## config.mk

```make
export PLATFORM = sky130hd
export DESIGN_NAME = seq_divider
export DESIGN_NICKNAME = d
export VERILOG_FILES = /design/src/rtl/div_pkg.sv /design/src/rtl/div_step.sv /design/src/rtl/seq_divider.sv
export SDC_FILE = /design/constraint.sdc
export NUM_CORES = 1
export LEC_CHECK = 0
export BUFFER_PORTS_ARGS = -buffer_cell sky130_fd_sc_hd__buf_2
export CORE_ASPECT_RATIO = 1.75
export CORE_MARGIN = 5
export CORE_UTILIZATION = 40
export DETAILED_ROUTE_END_ITERATION = 7
export PLACE_DENSITY_LB_ADDON = 0.15
export SLEW_MARGIN = 20
export SYNTH_ARGS = -nofsm -noshare
export SYNTH_HDL_FRONTEND = slang
export SYNTH_HIERARCHICAL = 1
export SYNTH_SLANG_ARGS = --single-unit
```

## constraint.sdc

```tcl
create_clock -name clk -period 4.1 [get_ports clk]
set_clock_uncertainty 0.1 [all_clocks]
set_input_delay 0.82 -clock clk [delete_from_list [all_inputs] [get_ports clk]]
set_output_delay 0.82 -clock clk [all_outputs]
set_load 0.005 [all_outputs]
```

## src/rtl/div_pkg.sv

```systemverilog
// div_pkg: shared types and helpers for the sequential signed divider.
package div_pkg;
  typedef enum logic [1:0] {IDLE, CALC, FIX, DONE} div_state_t;
  localparam int DIV_NB_DEFAULT = 8;
  localparam int DIV_W = 64;
  // Callers sign-extend into DIV_W bits and truncate the result back to their width.
  function automatic logic [DIV_W-1:0] abs_mag(input logic signed [DIV_W-1:0] v);
    return v[DIV_W-1] ? -v : v;
  endfunction
endpackage

```

## src/rtl/div_step.sv

```systemverilog
// div_step: one restoring shift-subtract step producing one quotient bit.
module div_step #(parameter int nb = 8) (
  input  logic [nb:0]   rem_i,
  input  logic          bit_i,
  input  logic [nb-1:0] dvs_i,
  output logic [nb:0]   rem_o,
  output logic          q_o
);
  logic [nb:0] shifted, trial;
  always_comb begin
    shifted = {rem_i[nb-1:0], bit_i};
    trial   = shifted - {1'b0, dvs_i};
    q_o     = ~trial[nb];
    rem_o   = q_o ? trial : shifted;
  end
endmodule

```

## src/rtl/seq_divider.sv

```systemverilog
// seq_divider: signed restoring divider, one quotient bit per clock, start/ready handshake.
module seq_divider
  import div_pkg::*;
#(
  parameter int nb = DIV_NB_DEFAULT
) (
  input  logic          clk,
  input  logic          rst_n,
  input  logic          start,
  input  logic [nb-1:0] A,
  input  logic [nb-1:0] B,
  output logic [nb-1:0] Quotient,
  output logic [nb-1:0] Remainder,
  output logic          ready,
  output logic          div_by_zero,
  output logic          ovf
);
  localparam int CW = $clog2(nb + 1);
  div_state_t    state_q;
  logic [nb:0]   rem_q, rem_d;
  logic [nb-1:0] quo_q, a_q, b_q, a_mag, b_mag;
  logic [CW-1:0] cnt_q;
  logic          q_bit, neg, b_zero, is_ovf;
  assign a_mag  = nb'(abs_mag(DIV_W'(signed'(A))));
  assign b_mag  = nb'(abs_mag(DIV_W'(signed'(b_q))));
  assign neg    = a_q[nb-1] ^ b_q[nb-1];
  assign b_zero = b_q == '0;
  assign is_ovf = a_q == {1'b1, {(nb-1){1'b0}}} && b_q == '1;
  div_step #(.nb(nb)) u_step (
    .rem_i(rem_q),
    .bit_i(quo_q[nb-1]),
    .dvs_i(b_mag),
    .rem_o(rem_d),
    .q_o  (q_bit)
  );
  // quo_q starts as |A| and is shifted out MSB-first while quotient bits fill from the LSB.
  always_ff @(posedge clk or negedge rst_n) begin
    if (!rst_n) begin
      state_q     <= IDLE;
      rem_q       <= '0;
      quo_q       <= '0;
      a_q         <= '0;
      b_q         <= '0;
      cnt_q       <= '0;
      Quotient    <= '0;
      Remainder   <= '0;
      ready       <= 1'b0;
      div_by_zero <= 1'b0;
      ovf         <= 1'b0;
    end else if (start) begin
      state_q     <= CALC;
      rem_q       <= '0;
      quo_q       <= a_mag;
      a_q         <= A;
      b_q         <= B;
      cnt_q       <= '0;
      ready       <= 1'b0;
      div_by_zero <= 1'b0;
      ovf         <= 1'b0;
    end else begin
      case (state_q)
        CALC: begin
          rem_q <= rem_d;
          quo_q <= {quo_q[nb-2:0], q_bit};
          cnt_q <= cnt_q + 1'b1;
          if (cnt_q == CW'(nb - 1)) state_q <= FIX;
        end
        FIX: begin
          Quotient    <= b_zero ? '1 : neg ? -quo_q : quo_q;
          Remainder   <= b_zero ? a_q : a_q[nb-1] ? -rem_q[nb-1:0] : rem_q[nb-1:0];
          div_by_zero <= b_zero;
          ovf         <= is_ovf;
          ready       <= 1'b1;
          state_q     <= DONE;
        end
        default: ;
      endcase
    end
  end
endmodule

```

==> metrics.txt <==
status=complete, no violations; Max Fclk=283 MHz; relative slew slack=28.5%; Worst-Skew Late Latency=0.33 ns; Final ANT Viol Nets=0; Final HPWL DP=6.85 mm; CTS tree=built; Worst EP required=4.24 ns; Vias=2861; CP endpoint kind=register; chip width=80.6 µm; diode count=0; WL final=9.03 mm; FILL cells=847; root buf cell=clkbuf_16; largest net degree at the start of global routing=57; initial core utilization=40.6%; Yosys Warn Count=6; CTS Sinks=57; Buffers on Ports=37; setup bufs post-CTS=0; hold_sp=Remainder[1]$_DFFE_PN0P_; first-pass GRT wire length=15.3 mm; core area=0.00861 mm²; GR Util All Layers=18.6%; Final nets=455; First DRT Iteration DRCs=151; Die Height=134 µm; design area=0.00410 mm²; IO Pins=38; TNS Setup=0 ns; post-layout minimum cycle time=3.54 ns; syn avg cell area=8.96 µm²; Setup crit start kind=register; DRC viols=0; VDD IR-drop max=0.444 mV; cts bufs inserted=9; max_cap viols=0; # H-tree levels=3; final setup violation count=0; first-pass detailed-route iteration total=5; CP Data Arrival Time=3.68 ns; R2R Setup Slk=0.56 ns; layout cell share with drive strength beyond 1=18.1%; placer congestion estimate=0.896; DIE AREA=0.0108 mm²; Post-CTS Resized=0; Synthesized Nets=425; clock slew at reported path FFs=0.06 ns; Post-DP Area=0.00375 mm²; RR Startpoint=b_q[1]$_DFFE_PN0P_; RSZ-0062 raised after global routing=no; Slew @ Worst Pin=1.07 ns; area delta synth->final=17.4%; vias per cell=5.28; initial antenna violation count=0; Post-CTS Hold Buffers=0; Crit Path Class=reg2reg; Syn Inst Count=390; Crit. Startpoint=b_q[1]$_DFFE_PN0P_; final critical-path share of the clock period=86.2%; worst min path class=reg2reg; Leakage=1.90 nW; vias in the first global route=3126; Final Hold Viols=0; total grt overflow=0; routed length per instance=16.7 µm; CTS Buffer Depth=2; Pwr Density=630 mW/mm²; synthesized area=0.00349 mm²; max-slew violations=0; Site Rows=45; Max FO, Critical Path=13
worst paths after layout:
kind,endpoint,cells after the start
max in group asynchronous,b_q[6]$_DFFE_PN0P_,2
hold / removal,Remainder[1]$_DFFE_PN0P_,2
setup reg to reg,rem_q[6]$_DFFE_PN0P_,16
hold reg to reg,Remainder[1]$_DFFE_PN0P_,2
setup / recovery,rem_q[6]$_DFFE_PN0P_,16
min in group asynchronous,Quotient[1]$_DFFE_PN0P_,1
flip-flops by register name, summed over array words and instances, names as in the netlist:
name and cells:
Quotient 8, Remainder 8, a_q 8, b_q 8, quo_q 8, rem_q 8, cnt_q 4, state_q 2
div_by_zero 1, ovf 1, ready 1
layer usage:
layer / global-route usage (%) / wire length [µm]
met5: 0 / 0
met4: 11.0 / 329
met3: 3.65 / 210
met2: 33.0 / 4900
met1: 19.8 / 3590
final cells by class:
cell class,count,area [µm²],area share [%]
multi-input combinational,285,1870,45.7
clock buffer,9,225,5.49
sequential,57,1430,34.8
inverter,28,105,2.56
timing repair buffer,39,200,4.88
tap,117,146,3.57
clock inverter,7,125,3.05
through the flow:
stage / total power, mW / hold WS, ns / instances / setup WS, ns / utilization (%)
6_report: 2.59 / 0.375 / 542 / 0.564 / 47.6
5_1_grt: 2.78 / 0.405 / 542 / 0.177 / 47.6
4_1_cts: 2.60 / 0.384 / 542 / 0.554 / 47.6
3_5_place_dp: 1.71 / 0.371 / 526 / 0.576 / 43.6
3_3_place_gp: 1.71 / 0.364 / 526 / 0.560 / 43.6
2_1_floorplan: 1.50 / 0.373 / 390 / 1.00 / -
worst max-delay path: stages, from the launching register on:
cell      delay (ns)
dfrtp_1         0.37
inv_1           0.09
ha_1            0.23
nand2b_1        0.16
xnor2_1         0.15
inv_1           0.06
ha_1            0.32
nor2b_4         0.15
o31a_1          0.28
o21ai_0         0.15
a21oi_1         0.08
ha_1            0.53
nand2_1         0.09
or4_1           0.40
nand3_1         0.10
nand2_1         0.05
a21oi_1         0.14
where the power goes:
| part | switching, mW | internal [mW] |
|---|---|---|
| combinational | 0.515 | 0.432 |
| clock | 0.280 | 0.599 |
| sequential | 0.127 | 0.633 |
| total | 0.922 | 1.66 |
layout by cell type (no fill, tap or decap), types with 14 or more instances in the layout:
cell type  count
a21oi_1       40
buf_2         37
ha_1          15
nor2_1        34
nand2_1       47
xnor2_1       22
inv_1         28
o21ai_0       20
dfrtp_1       57
mux2_2        14
Power figures use the tool's default switching activity.
